<file path="src/rtl/breakout_pkg.sv">
// Shared types and constants for the breakout brick-hit path.
// Latency: none (declarations and one combinational helper).
// Backpressure: not applicable.
`timescale 1ns/1ps
package breakout_pkg;

  typedef enum logic [1:0] {
    ARB_IDLE  = 2'd0,
    ARB_GRANT = 2'd1,
    ARB_LOCK  = 2'd2
  } arb_state_t;

  // Bit positions inside a 4-bit {R,L,D,U} direction nibble.
  localparam int DIR_U = 0;
  localparam int DIR_D = 1;
  localparam int DIR_L = 2;
  localparam int DIR_R = 3;

  // Defaults shared with the column blocks and the score display.
  localparam int NCOL_DEF    = 8;
  localparam int PTS_W_DEF   = 6;
  localparam int SCORE_W_DEF = 10;

  // Opposing directions cannot both move the ball: up beats down, right beats left.
  function automatic logic [3:0] resolve_dir(input logic [3:0] d);
    logic [3:0] m;
    m = d;
    if (d[DIR_U] && d[DIR_D]) m[DIR_D] = 1'b0;
    if (d[DIR_L] && d[DIR_R]) m[DIR_L] = 1'b0;
    return m;
  endfunction

endpackage

</file>
<file path="src/rtl/breakout_hit_arbiter_if.sv">
// Bundle between the brick columns / frame timer and the hit arbiter.
// Latency: none (wires only).
// Backpressure: none; columns hold col_req until they see their col_grant pulse.
`timescale 1ns/1ps
interface breakout_hit_arbiter_if
  import breakout_pkg::*;
#(
  parameter int NCOL    = NCOL_DEF,
  parameter int PTS_W   = PTS_W_DEF,
  parameter int SCORE_W = SCORE_W_DEF
);
  logic                    frame_tick;
  logic [NCOL-1:0]         col_req;
  logic [4*NCOL-1:0]       col_dir;
  logic [PTS_W*NCOL-1:0]   col_pts;
  logic [NCOL-1:0]         col_grant;
  logic                    move_u;
  logic                    move_d;
  logic                    move_l;
  logic                    move_r;
  logic [SCORE_W-1:0]      score;
  logic                    busy;

  // Columns and frame timer side.
  modport master (
    output frame_tick, col_req, col_dir, col_pts,
    input  col_grant, move_u, move_d, move_l, move_r, score, busy
  );

  // Arbiter side.
  modport slave (
    input  frame_tick, col_req, col_dir, col_pts,
    output col_grant, move_u, move_d, move_l, move_r, score, busy
  );
endinterface

</file>
<file path="src/rtl/breakout_rr_pick.sv">
// Round-robin pick: first set request at or above ptr, wrapping modulo NCOL.
// Latency: combinational.
// Backpressure: none; the result follows req/ptr directly.
`timescale 1ns/1ps
module breakout_rr_pick #(
  parameter int NCOL = 8,
  parameter int IW   = (NCOL > 1) ? $clog2(NCOL) : 1
) (
  input  logic [NCOL-1:0] req,
  input  logic [IW-1:0]   ptr,
  output logic [NCOL-1:0] onehot,
  output logic [IW-1:0]   idx,
  output logic            any
);

  logic [IW-1:0] j;

  // Scan from the farthest slot back toward ptr so the last hit kept is the nearest one.
  always_comb begin
    onehot = '0;
    idx    = '0;
    any    = 1'b0;
    j      = '0;
    for (int k = NCOL - 1; k >= 0; k--) begin
      j = IW'((int'(ptr) + k) % NCOL);
      if (req[j]) begin
        onehot    = '0;
        onehot[j] = 1'b1;
        idx       = j;
        any       = 1'b1;
      end
    end
  end

endmodule

</file>
<file path="src/rtl/breakout_hit_arbiter.sv">
// Grants one brick column per bounce (round-robin), pulses ball direction, adds points, then locks out for LOCK_TICKS frames.
// Latency: request seen in IDLE at cycle n -> col_grant/move_* pulse and updated score in cycle n+1.
// Backpressure: requests arriving in GRANT/LOCK are neither granted nor queued; optional counters under BREAKOUT_ARB_HITCNT_EN.
`timescale 1ns/1ps
module breakout_hit_arbiter
  import breakout_pkg::*;
#(
  parameter int NCOL       = NCOL_DEF,
  parameter int PTS_W      = PTS_W_DEF,
  parameter int SCORE_W    = SCORE_W_DEF,
  parameter int LOCK_TICKS = 4
) (
  input  logic                  clk,
  input  logic                  reset,
  breakout_hit_arbiter_if.slave bus
`ifdef BREAKOUT_ARB_HITCNT_EN
  ,
  output logic [7:0]            hit_cnt,
  output logic [7:0]            lock_drop
`endif
);

  localparam int IW = (NCOL > 1) ? $clog2(NCOL) : 1;
  localparam int LW = (LOCK_TICKS > 0) ? $clog2(LOCK_TICKS + 1) : 1;

  arb_state_t          state, state_nxt;
  logic [IW-1:0]       rr_ptr;
  logic [LW-1:0]       lock_cnt;

  logic [NCOL-1:0]     pick_onehot;
  logic [IW-1:0]       pick_idx;
  logic                pick_any;

  logic [3:0]          win_dir;
  logic [PTS_W-1:0]    win_pts;
  logic [SCORE_W:0]    score_sum;
  logic [SCORE_W-1:0]  score_sat;
  logic [IW-1:0]       rr_nxt;

  logic [NCOL-1:0]     grant_q;
  logic [3:0]          move_q;
  logic [SCORE_W-1:0]  score_q;
  logic                busy_q;

  breakout_rr_pick #(.NCOL(NCOL), .IW(IW)) u_pick (
    .req    (bus.col_req),
    .ptr    (rr_ptr),
    .onehot (pick_onehot),
    .idx    (pick_idx),
    .any    (pick_any)
  );

  // Select the winner's direction nibble and points with a one-hot OR mux.
  always_comb begin
    win_dir = '0;
    win_pts = '0;
    for (int i = 0; i < NCOL; i++) begin
      if (pick_onehot[i]) begin
        win_dir = win_dir | bus.col_dir[4*i +: 4];
        win_pts = win_pts | bus.col_pts[PTS_W*i +: PTS_W];
      end
    end
  end

  // Saturating score add and wrapped pointer advance past the winner.
  always_comb begin
    score_sum = {1'b0, score_q} + {{(SCORE_W + 1 - PTS_W){1'b0}}, win_pts};
    score_sat = score_sum[SCORE_W] ? {SCORE_W{1'b1}} : score_sum[SCORE_W-1:0];
    rr_nxt    = (pick_idx == IW'(NCOL - 1)) ? '0 : pick_idx + 1'b1;
  end

  // Next-state logic: one GRANT cycle per bounce, optional frame-counted lockout.
  always_comb begin
    state_nxt = state;
    case (state)
      ARB_IDLE:  if (pick_any) state_nxt = ARB_GRANT;
      ARB_GRANT: state_nxt = (LOCK_TICKS > 0) ? ARB_LOCK : ARB_IDLE;
      ARB_LOCK:  if (bus.frame_tick && (lock_cnt <= LW'(1))) state_nxt = ARB_IDLE;
      default:   state_nxt = ARB_IDLE;
    endcase
  end

  // State register.
  always_ff @(posedge clk) begin
    if (reset) state <= ARB_IDLE;
    else       state <= state_nxt;
  end

  // Registered outputs, score, pointer and lock counter; pulses default low every cycle.
  always_ff @(posedge clk) begin
    if (reset) begin
      grant_q  <= '0;
      move_q   <= '0;
      score_q  <= '0;
      busy_q   <= 1'b0;
      rr_ptr   <= '0;
      lock_cnt <= '0;
    end else begin
      grant_q <= '0;
      move_q  <= '0;
      busy_q  <= (state_nxt != ARB_IDLE);
      if (state == ARB_IDLE && pick_any) begin
        grant_q <= pick_onehot;
        move_q  <= resolve_dir(win_dir);
        score_q <= score_sat;
        rr_ptr  <= rr_nxt;
      end
      // Loading in GRANT means a frame_tick in that cycle is not counted.
      if (state == ARB_GRANT)
        lock_cnt <= LW'(LOCK_TICKS);
      else if (state == ARB_LOCK && bus.frame_tick && lock_cnt != '0)
        lock_cnt <= lock_cnt - 1'b1;
    end
  end

  assign bus.col_grant = grant_q;
  assign bus.move_u    = move_q[DIR_U];
  assign bus.move_d    = move_q[DIR_D];
  assign bus.move_l    = move_q[DIR_L];
  assign bus.move_r    = move_q[DIR_R];
  assign bus.score     = score_q;
  assign bus.busy      = busy_q;

`ifdef BREAKOUT_ARB_HITCNT_EN
  logic [7:0] hit_q;
  logic [7:0] drop_q;

  // Saturating diagnostics: bounces granted and request-cycles spent locked out.
  always_ff @(posedge clk) begin
    if (reset) begin
      hit_q  <= '0;
      drop_q <= '0;
    end else begin
      if (state == ARB_GRANT && hit_q != 8'hFF) hit_q <= hit_q + 8'd1;
      if (state == ARB_LOCK && (|bus.col_req) && drop_q != 8'hFF) drop_q <= drop_q + 8'd1;
    end
  end

  assign hit_cnt   = hit_q;
  assign lock_drop = drop_q;
`endif

endmodule

</file>
<file path="src/flat_wrapper.sv">
// flat-port wrapper written by rule: the top's interface ports become plain ports
module breakout_hit_arbiter_flat import breakout_pkg::*;
#(
  parameter int NCOL       = NCOL_DEF,
  parameter int PTS_W      = PTS_W_DEF,
  parameter int SCORE_W    = SCORE_W_DEF,
  parameter int LOCK_TICKS = 4
)
  (clk, reset, bus_frame_tick, bus_col_req, bus_col_dir, bus_col_pts, bus_col_grant, bus_move_u, bus_move_d, bus_move_l, bus_move_r, bus_score, bus_busy);
  breakout_hit_arbiter_if #(.NCOL(NCOL), .PTS_W(PTS_W), .SCORE_W(SCORE_W)) bus_i ();
  input  logic clk;
  input  logic reset;
  input wire logic [$bits(bus_i.frame_tick)-1:0] bus_frame_tick;
  input wire logic [$bits(bus_i.col_req)-1:0] bus_col_req;
  input wire logic [$bits(bus_i.col_dir)-1:0] bus_col_dir;
  input wire logic [$bits(bus_i.col_pts)-1:0] bus_col_pts;
  output wire logic [$bits(bus_i.col_grant)-1:0] bus_col_grant;
  output wire logic [$bits(bus_i.move_u)-1:0] bus_move_u;
  output wire logic [$bits(bus_i.move_d)-1:0] bus_move_d;
  output wire logic [$bits(bus_i.move_l)-1:0] bus_move_l;
  output wire logic [$bits(bus_i.move_r)-1:0] bus_move_r;
  output wire logic [$bits(bus_i.score)-1:0] bus_score;
  output wire logic [$bits(bus_i.busy)-1:0] bus_busy;
  assign bus_i.frame_tick = bus_frame_tick;
  assign bus_i.col_req = bus_col_req;
  assign bus_i.col_dir = bus_col_dir;
  assign bus_i.col_pts = bus_col_pts;
  assign bus_col_grant = bus_i.col_grant;
  assign bus_move_u = bus_i.move_u;
  assign bus_move_d = bus_i.move_d;
  assign bus_move_l = bus_i.move_l;
  assign bus_move_r = bus_i.move_r;
  assign bus_score = bus_i.score;
  assign bus_busy = bus_i.busy;
  breakout_hit_arbiter #(.NCOL(NCOL), .PTS_W(PTS_W), .SCORE_W(SCORE_W), .LOCK_TICKS(LOCK_TICKS)) u_core (.clk(clk), .reset(reset), .bus(bus_i));
endmodule
</file>
<file path="config.mk">
export PLATFORM = sky130hd
export DESIGN_NAME = breakout_hit_arbiter_flat
export DESIGN_NICKNAME = d
export VERILOG_FILES = /design/src/rtl/breakout_pkg.sv /design/src/rtl/breakout_hit_arbiter_if.sv /design/src/rtl/breakout_rr_pick.sv /design/src/rtl/breakout_hit_arbiter.sv /design/src/flat_wrapper.sv
export SDC_FILE = /design/constraint.sdc
export NUM_CORES = 1
export LEC_CHECK = 0
export ABC_AREA = 0
export BUFFER_PORTS_ARGS = -buffer_cell sky130_fd_sc_hd__buf_2
export CAP_MARGIN = 5
export CELL_PAD_IN_SITES_DETAIL_PLACEMENT = 1
export CELL_PAD_IN_SITES_GLOBAL_PLACEMENT = 1
export CORE_ASPECT_RATIO = 1.25
export CORE_MARGIN = 1
export CORE_UTILIZATION = 42
export CTS_BUF_LIST = sky130_fd_sc_hd__clkbuf_16
export DETAILED_ROUTE_END_ITERATION = 16
export PLACE_DENSITY_LB_ADDON = 0.1
export SLEW_MARGIN = 20
export SYNTH_ARGS = -nofsm -noshare
export SYNTH_HDL_FRONTEND = slang
export SYNTH_SLANG_ARGS = --single-unit
</file>
<file path="constraint.sdc">
create_clock -name clk -period 10.2 [get_ports clk]
set_clock_uncertainty 0.05 [all_clocks]
set_input_delay 1.53 -clock clk [delete_from_list [all_inputs] [get_ports clk]]
set_output_delay 1.53 -clock clk [all_outputs]
set_load 0.01 [all_outputs]
</file>
# Word-level counts from Yosys, hierarchy flattened
# Index checks and enable logic that the tools add are counted.
[totals] ff_bits=31 romBits=0 memories=0 latchBits=0 output_inout_bits=23 in_bits=91 ramBits=0
[classes] reduce_logical=22 mux=79 n_mul=0 n_lt_le_gt_ge=17 n_div=0 n_bitwise=15 n_eq_ne=3 shift=0 add_sub_neg=10
[op_table] cell="2-to-1 mux 8 bit" n=8
[op_table] cell="2-to-1 mux 6 bit" n=8
[op_table] cell="bitwise OR 6 bit" n=7
[op_table] cell="2-to-1 mux 3 bit" n=11
[op_table] cell="less-than comparator 3 x 4 -> 1 bit, second input constant" n=8
[op_table] cell="2-to-1 mux 4 bit" n=8
[op_table] cell="bitwise OR 4 bit" n=7
[op_table] cell="binary-select mux 1 bit (select 3 bit)" n=8
[op_table] cell="demux 1 bit (select 3 bit)" n=8
[op_table] cell="greater-or-equal comparator 3 x 1 -> 1 bit, second input constant" n=8
[op_table] cell="2-to-1 mux 1 bit" n=24
[op_table] cell="logical AND 1 bit" n=14
[op_table] cell="adder 3 bit, second input constant" n=4
[op_table] cell="adder 10 x 6 -> 11 bit" n=1
[op_table] cell="2-to-1 mux 10 bit" n=1
[op_table] cell="adder 3 x 1 -> 3 bit, second input constant" n=2
[op_table] cell="adder 3 x 2 -> 3 bit, second input constant" n=2
[op_table] cell="case mux 2 bit (3 select lines)" n=1
[op_table] cell="OR reduction 3 bit" n=2
[op_table] cell="2-to-1 mux 2 bit" n=2
[op_table] cell="nonzero test 2 bit" n=2
[op_table] cell="OR reduction 2 bit" n=2
[op_table] cell="equality test 3 bit, second input constant" n=1
[op_table] cell="less-or-equal comparator 3 x 1 -> 1 bit, second input constant" n=1
[op_table] cell="6 further kinds" n=6

# Longest topological paths before layout
[logic_depth] word_depth=30 ltp_mapped=25 depth_no_buf=20

# By module
# Synthesis repeated with hierarchy kept, for this count alone.
[hier_totals] hier_cells=445 hier_area_um2=3567.2
[modules_own_cells] module="breakout_hit_arbiter" n_inst=1 seq_area_each_um2=620.6 cells_per_inst=219 area_per_inst_um2=1861.8
[modules_own_cells] module="breakout_rr_pick" n_inst=1 seq_area_each_um2=0.0 cells_per_inst=226 area_per_inst_um2=1705.4

# Worst setup path before layout
# OpenSTA, ideal clock, no wires.
[synth_timing] kind="input-to-reg" from="input port bus_col_req[3]" to="register u_core.score_q[0], in the netlist u_core.bus.score[0]" path_stages=19 n_path_buf=2 slack_ps=4411 setup_time_ps=138 arrival_ps=5601 required_ps=10012 path_cell_list="clkbuf_1 -> mux2i_1 -> mux4_2 -> and4_1 -> a221oi_2 -> nor3_1 -> or2_1 -> buf_6 -> a222oi_1 -> nand3_1 -> ha_1 -> fa_1 -> a21o_1 -> a21oi_1 -> o21bai_1 -> a21oi_1 -> nor2b_1 -> a41oi_1 -> a211oi_1"
[synth_via] elab_chain_len=27
[synth_rtl] element="start, declared" line="flat_wrapper.sv:14" source="input wire logic [$bits(bus_i.col_req)-1:0] bus_col_req;"
[synth_rtl] element="binary-select mux 1 bit (select 3 bit)" line="breakout_rr_pick.sv:26" source="if (req[j]) begin"
[synth_rtl] element="2-to-1 mux 1 bit (not written as such)" line="breakout_rr_pick.sv:26"
[synth_rtl] element="2-to-1 mux 8 bit (8 in a row)" line="breakout_rr_pick.sv:26"
[synth_rtl] element="2-to-1 mux 6 bit" line="breakout_hit_arbiter.sv:58" source="if (pick_onehot[i]) begin"
[synth_rtl] element="bitwise OR 6 bit" line="breakout_hit_arbiter.sv:60" source="win_pts = win_pts | bus.col_pts[PTS_W*i +: PTS_W];"
[synth_rtl] element="2-to-1 mux 6 bit" line="breakout_hit_arbiter.sv:58"
[synth_rtl] element="bitwise OR 6 bit" line="breakout_hit_arbiter.sv:60"
[synth_rtl] element="2-to-1 mux 6 bit" line="breakout_hit_arbiter.sv:58"
[synth_rtl] element="[... 4 more ...]"
[synth_rtl] element="bitwise OR 6 bit" line="breakout_hit_arbiter.sv:60"
[synth_rtl] element="2-to-1 mux 6 bit" line="breakout_hit_arbiter.sv:58"
[synth_rtl] element="bitwise OR 6 bit" line="breakout_hit_arbiter.sv:60"
[synth_rtl] element="2-to-1 mux 6 bit" line="breakout_hit_arbiter.sv:58"
[synth_rtl] element="bitwise OR 6 bit" line="breakout_hit_arbiter.sv:60"
[synth_rtl] element="2-to-1 mux 6 bit" line="breakout_hit_arbiter.sv:58"
[synth_rtl] element="adder 10 x 6 -> 11 bit" line="breakout_hit_arbiter.sv:67" source="score_sum = {1'b0, score_q} + {{(SCORE_W + 1 - PTS_W){1'b0}}, win_pts};"
[synth_rtl] element="2-to-1 mux 10 bit" line="breakout_hit_arbiter.sv:68" source="score_sat = score_sum[SCORE_W] ? {SCORE_W{1'b1}} : score_sum[SCORE_W-1:0];"
[synth_rtl] element="end signal, assigned" line="breakout_hit_arbiter.sv:105" source="score_q <= score_sat;"
[synth_rtl] element="end, declared" line="breakout_hit_arbiter.sv:42" source="logic [SCORE_W-1:0] score_q;"
# Parallel ways exist; a longest one is shown, timed or not. The select of a mux whose other input is x is not followed.
# A chain may end at the register's enable or synchronous reset.

# Worst setup path after layout
[layout_timing] from="register u_core.rr_ptr[0]" to="register u_core.score_q[1], in the netlist u_core.bus.score[1]"
[layout_via] elab_chain_len=30
[layout_rtl] element="start, declared" line="breakout_hit_arbiter.sv:27" source="logic [IW-1:0] rr_ptr;"
[layout_rtl] element="start signal, assigned" line="breakout_hit_arbiter.sv:106" source="rr_ptr <= rr_nxt;"
[layout_rtl] element="adder 3 bit" line="breakout_rr_pick.sv:25" source="j = IW'((int'(ptr) + k) % NCOL);"
[layout_rtl] element="less-than comparator 3 x 4 -> 1 bit (not written as such) or greater-or-equal comparator 3 x 1 -> 1 bit (tied branches)" line="breakout_rr_pick.sv:28" source="onehot[j] = 1'b1;"
[layout_rtl] element="logical AND 1 bit (not written as such)" line="breakout_rr_pick.sv:28"
[layout_rtl] element="2-to-1 mux 1 bit (not written as such)" line="breakout_rr_pick.sv:28"
[layout_rtl] element="demux 1 bit (select 3 bit)" line="breakout_rr_pick.sv:28"
[layout_rtl] element="2-to-1 mux 8 bit (8 in a row)" line="breakout_rr_pick.sv:26"
[layout_rtl] element="2-to-1 mux 6 bit" line="breakout_hit_arbiter.sv:58"
[layout_rtl] element="bitwise OR 6 bit" line="breakout_hit_arbiter.sv:60"
[layout_rtl] element="[... 7 more ...]"
[layout_rtl] element="bitwise OR 6 bit" line="breakout_hit_arbiter.sv:60"
[layout_rtl] element="2-to-1 mux 6 bit" line="breakout_hit_arbiter.sv:58"
[layout_rtl] element="bitwise OR 6 bit" line="breakout_hit_arbiter.sv:60"
[layout_rtl] element="2-to-1 mux 6 bit" line="breakout_hit_arbiter.sv:58"
[layout_rtl] element="bitwise OR 6 bit" line="breakout_hit_arbiter.sv:60"
[layout_rtl] element="2-to-1 mux 6 bit" line="breakout_hit_arbiter.sv:58"
[layout_rtl] element="adder 10 x 6 -> 11 bit" line="breakout_hit_arbiter.sv:67"
[layout_rtl] element="2-to-1 mux 10 bit" line="breakout_hit_arbiter.sv:68"
# Parallel ways exist; a longest one is shown, timed or not. The select of a mux whose other input is x is not followed.

==> summary.md <==
| Metric | Value |
|---|---|
| Post-detail-place hpwl | 13200 um |
| Synthesis-to-layout area growth | 17.88% |
| Unique masters post-synth | 78 |
| Worst EP arrival | 6.91 ns |
| GRT Residual Overflow | 0 |
| Ys async rst share | 0% |
| CTS buffer count | 5 |
| Critical Path Sink Type | flip-flop |
| Sink Count | 31 |
| Maxcap violations | 0 |
| Synthesized instance count | 499 |
| Worst Hold Class | flip-flop to flip-flop |
| Post-CTS setup buffers | 0 |
| Syn_area_per_cell | a little over 8 um^2 |
| Starting Density | 43.04% |
| Worst ir drop on vdd | 0.1671 mV |
| DR WL/cell | around 23 um |
| Clock Latency Late Sink | 0.28 ns |
| Crit path time final | 6.824 ns |
| Clk slew on worst S/H paths | approximately 0.050 ns |
| Syn Nets | 608 |
| CTS tree | built |
| DRT antenna net count | 0 |
| Cts hold-fix bufs | 0 |
| Pleak | between 1.5 and 2 nW |
| Io pins | 114 |
| Slew Limit Fails | 0 |
| Number of global-route vias before repair | around 5000 |
| Share of layout cells above drive strength 1 | 29.68% |
| #FFs+latches synth | 31 |
| Die Span X | a little over 90 um |
| Critical Path Start Type | flip-flop |
| DR vias | 4763 |
| Final net count | 701 |
| Htree depth | 2 |
| Ant diodes | 0 |
| Main flop type after synthesis | dfxtp_1 |
| Antenna violations before repair | 0 |
| Kind of critical path | flip-flop to flip-flop |
| Die span in y | 112.7 um |
| Final setup fails | 0 |
| WP data required | 10.28 ns |
| Routability cong. | 0.9731 |
| Rel. slew slack | between 20% and 30% |
| Post-DR vias/cell | approximately 6.6 |
| Pin count of the biggest net entering global routing | 42 |
| PostCTS Resize Cnt | 0 |
| Total number of yosys warnings | 0 |
| Max Freq | roughly 150 MHz |
| Core Box Area | between 0.009 and 0.01 mm^2 |
| Drt drc | 0 |
| Die area | just over 0.01 mm^2 |
| # fillers | ~1200 |
| Period utilization | approximately 67% |
| Slew of the pin with the lowest slew margin | 1.079 ns |
| Final Hold Vio Count | 0 |
| Post-synth EDFFs | 0 |
| CTS Buffer Depth | 2 |
| Crit-path max FO | 41 |
| Multi-input logic area | 0.003256 mm^2 |
| PD cells | 360.1 mW/mm^2 |
| Site Rows | 40 |
| Status | completed |
| Fin Setup TNS | 0 ns |
| RSZ-0062 raised after global routing | no |
| First-pass GRT wire length | 26310 um |
| Routed wire length | 16430 um |
| Seq/Total Area, Yosys | 15.09% |
| First-pass detailed-route iteration total | 6 |
| Root Buffer | clkbuf_16 |
| Fin util | approximately half |
| Port Buffers | 113 |
| Initial DRC Count | 395 |
| Cell Area, Synth | around 0.0041 mm^2 |
| FF+latch area | 620.6 um^2 |
| Gr usage total | 32.69% |
==> path summary, 6_finish.rpt <==
kind                            slack, ns  depth (start not counted)             endpoint                 from
worst max-delay path                 3.38                         20  u_core.bus.score[1]     u_core.rr_ptr[0]
worst max register to register       3.38                         20  u_core.bus.score[1]     u_core.rr_ptr[0]
worst min-delay path                 0.48                          2  u_core.bus.score[2]  u_core.bus.score[2]
worst min register to register       0.48                          2  u_core.bus.score[2]  u_core.bus.score[2]
==> cell families after synthesis <==
group,Yosys count,synth area share (%)
and+or+nand+nor,190,22.84
DFF,31,15.09
buffers and inverters,52,5.778
AOI/OAI and AO/OA,153,30.11
muxes,45,18.22
adders and majority gates,18,5.657
xor gates and xnor gates,10,2.312
==> metrics by stage <==
stage / hold WS [ns] / total power [mW] / setup slack [ns] / cells / instance area, um^2
after floorplan: 0.4411 / 1.223 / 4.411 / 499 / 4114
after global placement: 0.4527 / 1.547 / 3.691 / 711 / 4705
after detailed placement: 0.4764 / 1.575 / 3.466 / 711 / 4705
after CTS: 0.4888 / 1.729 / 3.430 / 719 / 4850
after global routing: 0.5122 / 1.873 / 2.877 / 719 / 4850
final: 0.4840 / 1.746 / 3.376 / 719 / 4850
==> Yosys cell counts, drive strengths merged (14+ instances only) <==
cell type | count | area [um^2]
inv | 22 | 82.58
a21oi | 25 | 132.6
nor2 | 33 | 123.9
mux4 | 18 | 416.7
ha | 17 | 212.7
nand3 | 32 | 160.2
mux2i | 17 | 220.2
o21ai | 14 | 70.07
nand2 | 55 | 206.5
clkbuf | 18 | 67.56
dfxtp | 31 | 620.6
==> sequential cells by signal, indices dropped and copies added (netlist names) <==
register              count
u_core.bus.score         10
u_core.bus.col_grant      8
u_core.move_q             4
u_core.lock_cnt           3
u_core.rr_ptr             3
u_core.state              2
u_core.bus.busy           1
==> critical path: stages (launching register included) <==
cell      delay, ns
dfxtp_1        0.31
buf_4          0.42
inv_2          0.30
ha_1           0.99
mux2i_1        0.18
mux4_2         0.60
and4_1         0.28
a221oi_2       0.44
nor3_1         0.15
or2_1          0.33
a222oi_1       0.37
nand3_1        0.12
ha_1           0.23
fa_1           0.41
a21o_1         0.18
a21oi_1        0.22
o21bai_1       0.10
a21oi_1        0.21
nor2b_1        0.11
a41oi_1        0.47
a211oi_1       0.17
==> layout by cell type, fill, tap and decap left out, types with 11 or more instances in the layout <==
cell type and n:
buf_2 113, nand2_1 55, nor2_1 33, nand3_1 32
dfxtp_1 31, a21oi_1 23, inv_1 21, ha_1 17
mux4_2 15, mux2i_1 13, a222oi_1 13, o21ai_0 12
and2_1 12, a22oi_1 12, a211oi_1 11
==> cell type report <==
type	count	share of cell area (%)
Multi-Input combinational cell	416	67.13
Sequential cell	31	12.80
Timing Repair Buffer	116	12.13
Tap cell	126	3.251
Clock buffer	5	2.580
Inverter	22	1.703
Clock inverter	3	0.4128
==> layer usage <==
layer,GRT usage [%],wire length (um),part of all wire [%],up-vias
met1,36.46,6218,38,2326
met2,60.35,8479,52,223
met4,18.71,929,5.7,0
met5,0,0,0,-
li1,-,-,-,2151
met3,2.846,799,4.9,63
==> where the power goes <==
group          internal [mW]  switching (mW)
logic                  0.531           0.890
clock network         0.0897          0.0550
registers              0.159          0.0212
total                  0.780           0.966
Note: power is estimated with default switching activity, not from simulation.
